### src/rtl/riscv_fetch_pkg.sv
// Shared types for the instruction fetch front end:
// queue entry layout, fetch FSM states, canonical NOP.
package riscv_fetch_pkg;

  localparam logic [31:0] NOP_INST = 32'h0000_0013;

  typedef enum logic {
    FETCH,
    DISCARD
  } fetch_state_t;

  typedef struct packed {
    logic [31:0] pc;
    logic [31:0] inst;
  } fetch_entry_t;

  function automatic logic [31:0] word_align(
    input logic [31:0] a
  );
    return a & ~32'h3;
  endfunction

endpackage

### src/rtl/inst_prefetch_queue_if.sv
// Fetch-unit bus bundle: imem req/gnt + rvalid side and
// core valid/ready side. master = fetch unit, slave = env.
interface inst_prefetch_queue_if;

  logic        mem_req;
  logic [31:0] mem_addr;
  logic        mem_gnt;
  logic        mem_rvalid;
  logic [31:0] mem_rdata;

  logic [31:0] inst;
  logic [31:0] inst_pc;
  logic        inst_valid;
  logic        inst_ready;

  modport master (
    output mem_req,
    output mem_addr,
    input  mem_gnt,
    input  mem_rvalid,
    input  mem_rdata,
    output inst,
    output inst_pc,
    output inst_valid,
    input  inst_ready
  );

  modport slave (
    input  mem_req,
    input  mem_addr,
    output mem_gnt,
    output mem_rvalid,
    output mem_rdata,
    input  inst,
    input  inst_pc,
    input  inst_valid,
    output inst_ready
  );

endinterface

### src/rtl/inst_prefetch_queue_fifo.sv
// sync_fifo: register-based in-order FIFO, push/pop/flush,
// full/empty/count. Ports: clk, rst, push, pop, flush, wdata, rdata.
module sync_fifo #(
  parameter int WIDTH = 32,
  parameter int DEPTH = 4
) (
  input  logic                   clk,
  input  logic                   rst,
  input  logic                   push,
  input  logic                   pop,
  input  logic                   flush,
  input  logic [WIDTH-1:0]       wdata,
  output logic [WIDTH-1:0]       rdata,
  output logic                   full,
  output logic                   empty,
  output logic [$clog2(DEPTH):0] count
);

  localparam int AW = (DEPTH > 1) ? $clog2(DEPTH) : 1;
  localparam int CW = $clog2(DEPTH) + 1;

  logic [WIDTH-1:0] mem [DEPTH];
  logic [AW-1:0]    wr_ptr;
  logic [AW-1:0]    rd_ptr;
  logic             do_push;
  logic             do_pop;

  function automatic logic [AW-1:0] nxt(
    input logic [AW-1:0] p
  );
    return (p == AW'(DEPTH - 1)) ? '0 : p + 1'b1;
  endfunction

  assign empty   = (count == '0);
  assign full    = (count == CW'(DEPTH));
  assign rdata   = mem[rd_ptr];
  assign do_pop  = pop && !empty;
  // a pop frees the slot a same-cycle push needs
  assign do_push = push && (!full || do_pop);

  always_ff @(posedge clk) begin
    if (do_push) begin
      mem[wr_ptr] <= wdata;
    end
  end

  always_ff @(posedge clk) begin
    if (rst || flush) begin
      wr_ptr <= '0;
      rd_ptr <= '0;
      count  <= '0;
    end else begin
      if (do_push) begin
        wr_ptr <= nxt(wr_ptr);
      end
      if (do_pop) begin
        rd_ptr <= nxt(rd_ptr);
      end
      unique case ({do_push, do_pop})
        2'b10:   count <= count + 1'b1;
        2'b01:   count <= count - 1'b1;
        default: count <= count;
      endcase
    end
  end

endmodule

### src/rtl/inst_prefetch_queue.sv
// Fetch front end: issues sequential imem fetches, queues {pc,inst}.
// Ports: clk, rst, redirect, redirect_pc, bus (master: imem + core).
module inst_prefetch_queue
  import riscv_fetch_pkg::*;
#(
  parameter int          DEPTH     = 4,
  parameter int          MAX_OUTST = 2,
  parameter logic [31:0] RESET_PC  = 32'h0000_0000
) (
  input logic                  clk,
  input logic                  rst,
  input logic                  redirect,
  input logic [31:0]           redirect_pc,
  inst_prefetch_queue_if.master bus
);

  localparam int CW = $clog2(DEPTH) + 1;
  localparam int OW = $clog2(MAX_OUTST) + 1;

  fetch_state_t  state_q;
  fetch_state_t  state_d;
  logic          rst_q;
  logic [31:0]   fetch_pc_q;
  logic [31:0]   fetch_pc_d;
  logic [OW-1:0] outst_q;
  logic [OW-1:0] outst_d;
  logic [OW-1:0] discard_q;
  logic [OW-1:0] discard_d;
  logic [OW-1:0] left;

  logic          issue;
  logic          rv;
  logic          keep;
  logic          q_pop;
  logic          q_empty;
  logic [CW-1:0] q_count;
  fetch_entry_t  q_wdata;
  fetch_entry_t  q_head;
  logic [31:0]   tag_pc;

  logic          unused_q_full;
  logic          unused_tag_full;
  logic          unused_tag_empty;
  logic [OW-1:0] unused_tag_count;

  // slots already promised to in-flight fetches count as used
  assign bus.mem_req = !rst_q && !redirect
    && ((int'(q_count) + int'(outst_q)) < DEPTH)
    && (int'(outst_q) < MAX_OUTST);
  assign bus.mem_addr = fetch_pc_q;

  assign issue = bus.mem_req && bus.mem_gnt;
  assign rv    = bus.mem_rvalid && (outst_q != '0);
  assign keep  = rv && (discard_q == '0) && !redirect;
  assign q_pop = bus.inst_valid && bus.inst_ready
    && !redirect;
  assign left  = outst_q - OW'(rv);

  assign q_wdata.pc   = tag_pc;
  assign q_wdata.inst = bus.mem_rdata;

  assign bus.inst_valid = !q_empty;
  assign bus.inst    = q_empty ? '0 : q_head.inst;
  assign bus.inst_pc = q_empty ? '0 : q_head.pc;

  sync_fifo #(
    .WIDTH(64),
    .DEPTH(DEPTH)
  ) u_queue (
    .clk  (clk),
    .rst  (rst),
    .push (keep),
    .pop  (q_pop),
    .flush(redirect),
    .wdata(q_wdata),
    .rdata(q_head),
    .full (unused_q_full),
    .empty(q_empty),
    .count(q_count)
  );

  sync_fifo #(
    .WIDTH(32),
    .DEPTH(MAX_OUTST)
  ) u_tags (
    .clk  (clk),
    .rst  (rst),
    .push (issue),
    .pop  (keep),
    .flush(redirect),
    .wdata(fetch_pc_q),
    .rdata(tag_pc),
    .full (unused_tag_full),
    .empty(unused_tag_empty),
    .count(unused_tag_count)
  );

  always_comb begin
    fetch_pc_d = fetch_pc_q;
    if (redirect) begin
      fetch_pc_d = word_align(redirect_pc);
    end else if (issue) begin
      fetch_pc_d = fetch_pc_q + 32'd4;
    end
  end

  assign outst_d = outst_q + OW'(issue) - OW'(rv);

  always_comb begin
    state_d   = state_q;
    discard_d = discard_q;
    unique case (state_q)
      FETCH: begin
        if (redirect) begin
          discard_d = left;
          state_d   = (left != '0) ? DISCARD : FETCH;
        end
      end
      DISCARD: begin
        if (redirect) begin
          discard_d = left;
          state_d   = (left != '0) ? DISCARD : FETCH;
        end else if (rv) begin
          discard_d = discard_q - 1'b1;
          if (discard_d == '0) begin
            state_d = FETCH;
          end
        end
      end
      default: state_d = FETCH;
    endcase
  end

  always_ff @(posedge clk) begin
    if (rst) begin
      rst_q      <= 1'b1;
      state_q    <= FETCH;
      fetch_pc_q <= RESET_PC;
      outst_q    <= '0;
      discard_q  <= '0;
    end else begin
      rst_q      <= 1'b0;
      state_q    <= state_d;
      fetch_pc_q <= fetch_pc_d;
      outst_q    <= outst_d;
      discard_q  <= discard_d;
    end
  end

  a_no_spurious_rvalid: assert property (
    @(posedge clk) disable iff (rst)
      !(bus.mem_rvalid && (outst_q == '0))
  );

endmodule

### src/flat_wrapper.sv
// flat-port wrapper written by rule: the top's interface ports become plain ports
module inst_prefetch_queue_flat import riscv_fetch_pkg::*;
#(
  parameter int          DEPTH     = 4,
  parameter int          MAX_OUTST = 2,
  parameter logic [31:0] RESET_PC  = 32'h0000_0000
)
  (clk, rst, redirect, redirect_pc, bus_mem_req, bus_mem_addr, bus_mem_gnt, bus_mem_rvalid, bus_mem_rdata, bus_inst, bus_inst_pc, bus_inst_valid, bus_inst_ready);
  inst_prefetch_queue_if bus_i ();
  input logic clk;
  input logic rst;
  input logic redirect;
  input logic [31:0] redirect_pc;
  output wire logic [$bits(bus_i.mem_req)-1:0] bus_mem_req;
  output wire logic [$bits(bus_i.mem_addr)-1:0] bus_mem_addr;
  input wire logic [$bits(bus_i.mem_gnt)-1:0] bus_mem_gnt;
  input wire logic [$bits(bus_i.mem_rvalid)-1:0] bus_mem_rvalid;
  input wire logic [$bits(bus_i.mem_rdata)-1:0] bus_mem_rdata;
  output wire logic [$bits(bus_i.inst)-1:0] bus_inst;
  output wire logic [$bits(bus_i.inst_pc)-1:0] bus_inst_pc;
  output wire logic [$bits(bus_i.inst_valid)-1:0] bus_inst_valid;
  input wire logic [$bits(bus_i.inst_ready)-1:0] bus_inst_ready;
  assign bus_mem_req = bus_i.mem_req;
  assign bus_mem_addr = bus_i.mem_addr;
  assign bus_i.mem_gnt = bus_mem_gnt;
  assign bus_i.mem_rvalid = bus_mem_rvalid;
  assign bus_i.mem_rdata = bus_mem_rdata;
  assign bus_inst = bus_i.inst;
  assign bus_inst_pc = bus_i.inst_pc;
  assign bus_inst_valid = bus_i.inst_valid;
  assign bus_i.inst_ready = bus_inst_ready;
  inst_prefetch_queue #(.DEPTH(DEPTH), .MAX_OUTST(MAX_OUTST), .RESET_PC(RESET_PC)) u_core (.clk(clk), .rst(rst), .redirect(redirect), .redirect_pc(redirect_pc), .bus(bus_i));
endmodule
### config.mk
export PLATFORM = sky130hd
export DESIGN_NAME = inst_prefetch_queue_flat
export DESIGN_NICKNAME = d
export VERILOG_FILES = /design/src/rtl/riscv_fetch_pkg.sv /design/src/rtl/inst_prefetch_queue_if.sv /design/src/rtl/inst_prefetch_queue_fifo.sv /design/src/rtl/inst_prefetch_queue.sv /design/src/flat_wrapper.sv
export SDC_FILE = /design/constraint.sdc
export NUM_CORES = 1
export LEC_CHECK = 0
export BUFFER_PORTS_ARGS = -buffer_cell sky130_fd_sc_hd__buf_2
export CORE_MARGIN = 2
export CORE_UTILIZATION = 40
export CTS_CLUSTER_DIAMETER = 200
export CTS_CLUSTER_SIZE = 20
export DETAILED_ROUTE_END_ITERATION = 8
export GPL_ROUTABILITY_DRIVEN = 0
export SYNTH_ARGS = -nofsm -noshare
export SYNTH_HDL_FRONTEND = slang
export SYNTH_SLANG_ARGS = --single-unit
### constraint.sdc
create_clock -name clk -period 8.1 [get_ports clk]
set_clock_uncertainty 0.15 [all_clocks]
set_input_delay 0.405 -clock clk [delete_from_list [all_inputs] [get_ports clk]]
set_output_delay 0.405 -clock clk [all_outputs]
set_load 0.01 [all_outputs]
; Yosys cells after proc, flatten, opt, wreduce, memory -nomap -nowiden
; Memories as Yosys holds them, arrays and structs flattened. A register that Yosys moved wholly into a read port is not among the register bits.
; Cells that the tools add are included.
[classes]
addsub = 14
order_cmp = 2
eq_ne = 10
n_mux = 29
n_bitwise = 1
n_reduce_logical = 33
[op_table]
columns = cell, n
row1 = 32-bit two-way mux, 4
row2 = 32-bit by 3-bit adder with 32-bit output (second input constant), 1
row3 = 32-bit by 4-bit less-than comparator with 1-bit output (second input constant), 1
row4 = 1-bit two-way mux, 14
row5 = 2-bit two-way mux, 7
row6 = 1-bit logical AND, 13
row7 = 2-bit equality test (second input constant), 5
row8 = 2-bit nonzero test, 5
row9 = 2-bit one-hot mux with 2 select lines, 2
row10 = 2-bit by 1-bit adder with 2-bit output (second input constant), 3
row11 = 1-bit logical NOT, 6
row12 = 2-bit logical NOT, 3
row13 = 3-bit one-hot mux with 2 select lines, 1
row14 = 3-bit by 2-bit adder with 4-bit output, 1
row15 = 2-bit by 1-bit equality test with 1-bit output (second input constant), 2
row16 = 2-bit by 1-bit subtractor with 2-bit output, 2
row17 = 2-bit by 1-bit subtractor with 2-bit output (second input constant), 2
row18 = 3-bit by 1-bit adder with 3-bit output (second input constant), 1
row19 = 3-bit equality test (second input constant), 1
row20 = 3-bit logical NOT, 1
row21 = 1-bit logical OR, 3
row22 = 3-bit != test (second input constant), 1
row23 = 3-bit by 1-bit subtractor with 3-bit output (second input constant), 1
row24 = 1-bit adder (second input constant), 2
row25 = 7 further kinds, 7
[word_totals]
regBits = 49
ram_bits = 320
mem_count = 2
[mem_list]
columns = name, words, word_bits, rd, rd_ports_with_merged_regs, wr, line
row1 = u_core.u_queue.mem, 4, 64, 1, 1, 1, inst_prefetch_queue_fifo.sv:22  ; logic [WIDTH-1:0] mem [DEPTH];
row2 = u_core.u_tags.mem, 2, 32, 1, 1, 1, inst_prefetch_queue_fifo.sv:22

; Logic depth before layout (Yosys ltp)
[depth]
ltp_word = 9
depth_mapped = 10

; Cells and area by module
; From an unflattened synthesis, not the netlist that was laid out.
[hier_totals]
cells_unflattened = 880
area_unflattened_um2 = 14905.5
[modules_own_cells]
columns = module, n_inst, cells_each, area_per_inst_um2, seq_area_each_um2
row1 = sync_fifo at u_core.u_queue, 1, 392, 9749.4, 7867.5
row2 = inst_prefetch_queue, 1, 358, 2578.7, 720.7
row3 = sync_fifo at u_core.u_tags, 1, 130, 2577.5, 2021.9

; Worst setup path after synthesis
; Ideal clock, no wire load.
[synth_path]
path_type = register to register
start = reg u_core.discard_q[0]
end = mem u_core.u_queue.mem[0][0], enable pin
setup_ns = 0.426
arrival_time_ns = 2.733
required_time_ns = 7.524
setup_slack_ns = 4.791
stages_incl_launch_ff = 6
synth_period_minus_slack_ns = 3.309
cell_sequence = dfxtp_1 -> inv_1 -> ha_1 -> o211ai_2 -> nor3_1 -> and2_1
[synth_between]
elab_chain_cells = 6
[synth_lines]
columns = element, line
row1 = from (decl), inst_prefetch_queue.sv:27  ; logic [OW-1:0] discard_q;
row2 = from (signal assigned), inst_prefetch_queue.sv:146  ; discard_q <= discard_d;
row3 = 2-bit logical NOT, inst_prefetch_queue.sv:54  ; assign keep = rv && (discard_q == '0) && !redirect;
row4 = 1-bit logical AND (2 in a row), inst_prefetch_queue.sv:54
row5 = 1-bit logical AND, inst_prefetch_queue_fifo.sv:39  ; assign do_push = push && (!full || do_pop);
row6 = 1-bit two-way mux, inst_prefetch_queue_fifo.sv:42  ; if (do_push) begin
row7 = 1-bit two-way mux (not written as such), inst_prefetch_queue_fifo.sv:43  ; mem[wr_ptr] <= wdata;
row8 = to (decl), inst_prefetch_queue_fifo.sv:22
; No other way between the ends.

; Worst setup path in the final report
[layout_path]
start = reg u_core.u_queue.count[1]
end = mem u_core.u_tags.mem[2][6], in the netlist u_core.u_tags.mem[1][6], enable pin
[layout_between]
elab_chain_cells = 8
[layout_lines]
columns = element, line
row1 = from (decl), inst_prefetch_queue_fifo.sv:16  ; output logic [$clog2(DEPTH):0] count
row2 = from (signal assigned), inst_prefetch_queue_fifo.sv:60  ; 2'b10: count <= count + 1'b1;
row3 = from (signal assigned), inst_prefetch_queue_fifo.sv:61  ; 2'b01: count <= count - 1'b1;
row4 = from (signal assigned), inst_prefetch_queue_fifo.sv:62  ; default: count <= count;
row5 = 3-bit by 2-bit adder with 4-bit output, inst_prefetch_queue.sv:48  ; && ((int'(q_count) + int'(outst_q)) < DEPTH)
row6 = 32-bit by 4-bit less-than comparator with 1-bit output, inst_prefetch_queue.sv:48
row7 = 1-bit logical AND, inst_prefetch_queue.sv:48
row8 = 1-bit logical AND, inst_prefetch_queue.sv:49  ; && (int'(outst_q) < MAX_OUTST);
row9 = 1-bit logical AND, inst_prefetch_queue.sv:52  ; assign issue = bus.mem_req && bus.mem_gnt;
row10 = 1-bit logical AND, inst_prefetch_queue_fifo.sv:39
row11 = 1-bit two-way mux, inst_prefetch_queue_fifo.sv:42
row12 = 1-bit two-way mux (not written as such), inst_prefetch_queue_fifo.sv:43
row13 = to (decl), inst_prefetch_queue_fifo.sv:22
; No other way between the ends.

==> results.yml <==
cts:
  cts_tree: "done"
  root_buffer: "clkbuf_16"
  htree_num_levels: 1
  cts_buffers: 21
  cts_sinks: 358
  ctsHoldBuffers: 49
  cts_buffer_depth: 3
  clk_latency_ps: 530
  cts.repair.resized: 0
  cts_setup_buffers: 0
  clkTransAtPathRegs_ps: 80
critical_path:
  worstPathRequired_ps: 8150
  rr_startpoint: "u_core.u_queue.count[1]"
  crit_fanout: 19
  cp-endpoint: "u_core.u_tags.mem[1][6]"
  cp.arrival_ps: 3620
  reg2regPathDepth: 6
  path_class: "reg -> reg"
  r2r_end: "u_core.u_tags.mem[1][6]"
  crit_start: "u_core.u_queue.count[1]"
  setup.worst_path.start_class: "flip-flop"
  worstSetupEndpointType: "flip-flop"
  regToRegSetupSlack_ps: 4530
flow_run:
  maxCapViolations: 0
drt:
  vias: 7917
  drcViolationCount: 0
  routed_wl_um: 29700
  drt-initial-drc-count: 461
  ant_nets: 0
  drt_pre_antenna_iters: 5
  routedWlPerCell_um: 19.4
  viasPerCell: 5.17
timing:
  final_hold_viol_count: 0
  tightest_slew_ps: 1050
  fmax_ghz: 0.280
  tns_ps: 0
  rsz0062_at_grt: "false"
  period_share: 0.441
  drv_slew: 0
  fin_crit_ps: 3570
  slew_headroom: 0.302
  setup_viol: 0
synthesis:
  synth-seq-cells: 358
  synthFlopType: "edfxtp_1"
  yosysMostFrequentCell: "edfxtp_1"
  netlist_top_cells_area: "edfxtp_1, mux4_2, dfxtp_1, nor2b_1, mux2_2"
  avgSynthCellArea_sq_um: 16.9
  synth-edff-count: 308
  async_flop_share: 0
  synthTopCellsByCount: "edfxtp_1, mux4_2, nor2b_1"
  synth_top_area_frac: 0.641
  yosysTopAreaCell: "edfxtp_1"
  syn_inst: 855
  synth.yosys.seq_area_share: 0.710
  ys_types: 61
  netlist_area_sq_um: 14400
  yosysWarnings: 0
global_routing:
  grt_overflow: 0
  antenna_found_initial: 2
  track_usage: 0.156
  grt_pass1_vias: 7989
  grtUsageMet1: 0.220
  met2_usage: 0.256
  busiest_layer: "met2"
  grt_pass1_wl_um: 45900
  grt_start_max_net_pins: 63
  use_met3: 0.0223
power_and_ir_drop:
  p_per_area_nw_per_um2: 210
  p_leak_uw: 0.00573
  vdd_drop_max_mv: 0.146
  power.total_uw: 3520
cells_and_area:
  seqCellArea_sq_um: 10300
  area_growth_pct: 16.4
  drive_gt1_frac: 0.291
  num-fill-cells: 3089
  multi_input_area_sq_um: 3910
  nets: 1136
  diodes: 0
die:
  io_pins: 168
  rows: 69
  die_area_sq_um: 37600
  coreArea_sq_um: 35600
  start_util: 0.406
  fp.dieW_um: 194
  die_y_um: 194
status:
  status: "finished clean"
hold_path:
  hp-class: "in -> reg"
  holdPathStages: 3
placement:
  hpwl_um: 17500
  numPortBuffers: 161
-- stage by stage --
step	worst slack, ps	hold WS (ps)	util	std cells	instance area (sq um)
2_1_floorplan	4790	283	-	858	14400
3_3_place_gp	4420	339	0.442	1444	15700
3_5_place_dp	4390	343	0.442	1444	15700
4_1_cts	4430	3.53	0.472	1531	16800
5_1_grt	4270	19.3	0.472	1531	16800
6_report	4530	36.9	0.472	1531	16800
-- metal layers --
metal  part of all wire  vias up
met2               0.47      209
met1               0.47     3972
met4              0.018        4
met5            0.00091        -
met3              0.048       32
li1                   -     3700
-- how the worst min path moves through the flow --
stage	start	to
floorplan	rst	u_core.rst_q
detailed placement	u_core.u_tags.rd_ptr	flip-flop
global placement	u_core.u_tags.rd_ptr	u_core.u_tags.rd_ptr
CTS	redirect_pc[8]	u_core.bus.mem_addr[8]
finish	redirect_pc[7]	u_core.bus.mem_addr[7]
global route	redirect_pc[8]	u_core.bus.mem_addr[8]
-- critical path, stage by stage (launching register included) --
cell and delay [ps]:
dfxtp_1 390, ha_1 260, nor4_2 310, and4_1 770, o31ai_1 310, nor2_2 640, buf_4 400
-- flip-flops by register name, summed over array words and instances (netlist names), named ones only --
| name | cells |
|---|---|
| u_core.bus.mem_addr | 30 |
| u_core.discard_q | 2 |
| u_core.outst_q | 2 |
| u_core.rst_q | 1 |
| u_core.state_q | 1 |
| u_core.u_queue.count | 3 |
| u_core.u_queue.mem | 248 |
| u_core.u_queue.rd_ptr | 2 |
| u_core.u_queue.wr_ptr | 2 |
| u_core.u_tags.count | 2 |
| u_core.u_tags.mem | 60 |
| u_core.u_tags.rd_ptr | 1 |
| u_core.u_tags.wr_ptr | 1 |
-- cell families after synthesis --
logic type      Yosys count  synth area share
compound gates           85            0.0394
simple gates            216            0.0836
other cells               1          0.000260
flops                   358             0.710
xor+xnor                  8           0.00485
mux                     107             0.131
buf+inv                  69            0.0209
fa+ha+maj                11            0.0101
-- report_power, final --
group	switching, uW	internal (uW)	total (uW)
clock network	566	503	1070
registers	48.1	2080	2130
logic	182	146	327
-- layout by cell type, fill, tap and decap left out, types with 13 or more instances in the layout --
cell           instances
a21oi_1               28
dfxtp_1               48
nor3_1                17
buf_2                161
nand2_1               30
nand3_1               13
nor2_1                38
o21ai_0               15
clkbuf_16             21
mux2_2                33
nor2b_1               62
clkbuf_1              15
dlygate4sd3_1         49
edfxtp_1             308
inv_1                 24
mux4_2                62
-- cell type report --
class,instances,share of cell area
sequential,358,0.610
multi-input combinational,431,0.233
timing repair buffer,219,0.0812
clock buffer,37,0.0354
tap,461,0.0343
inverter,24,0.00536
clock inverter,1,0.000521
(Power assumes the default switching activity.)
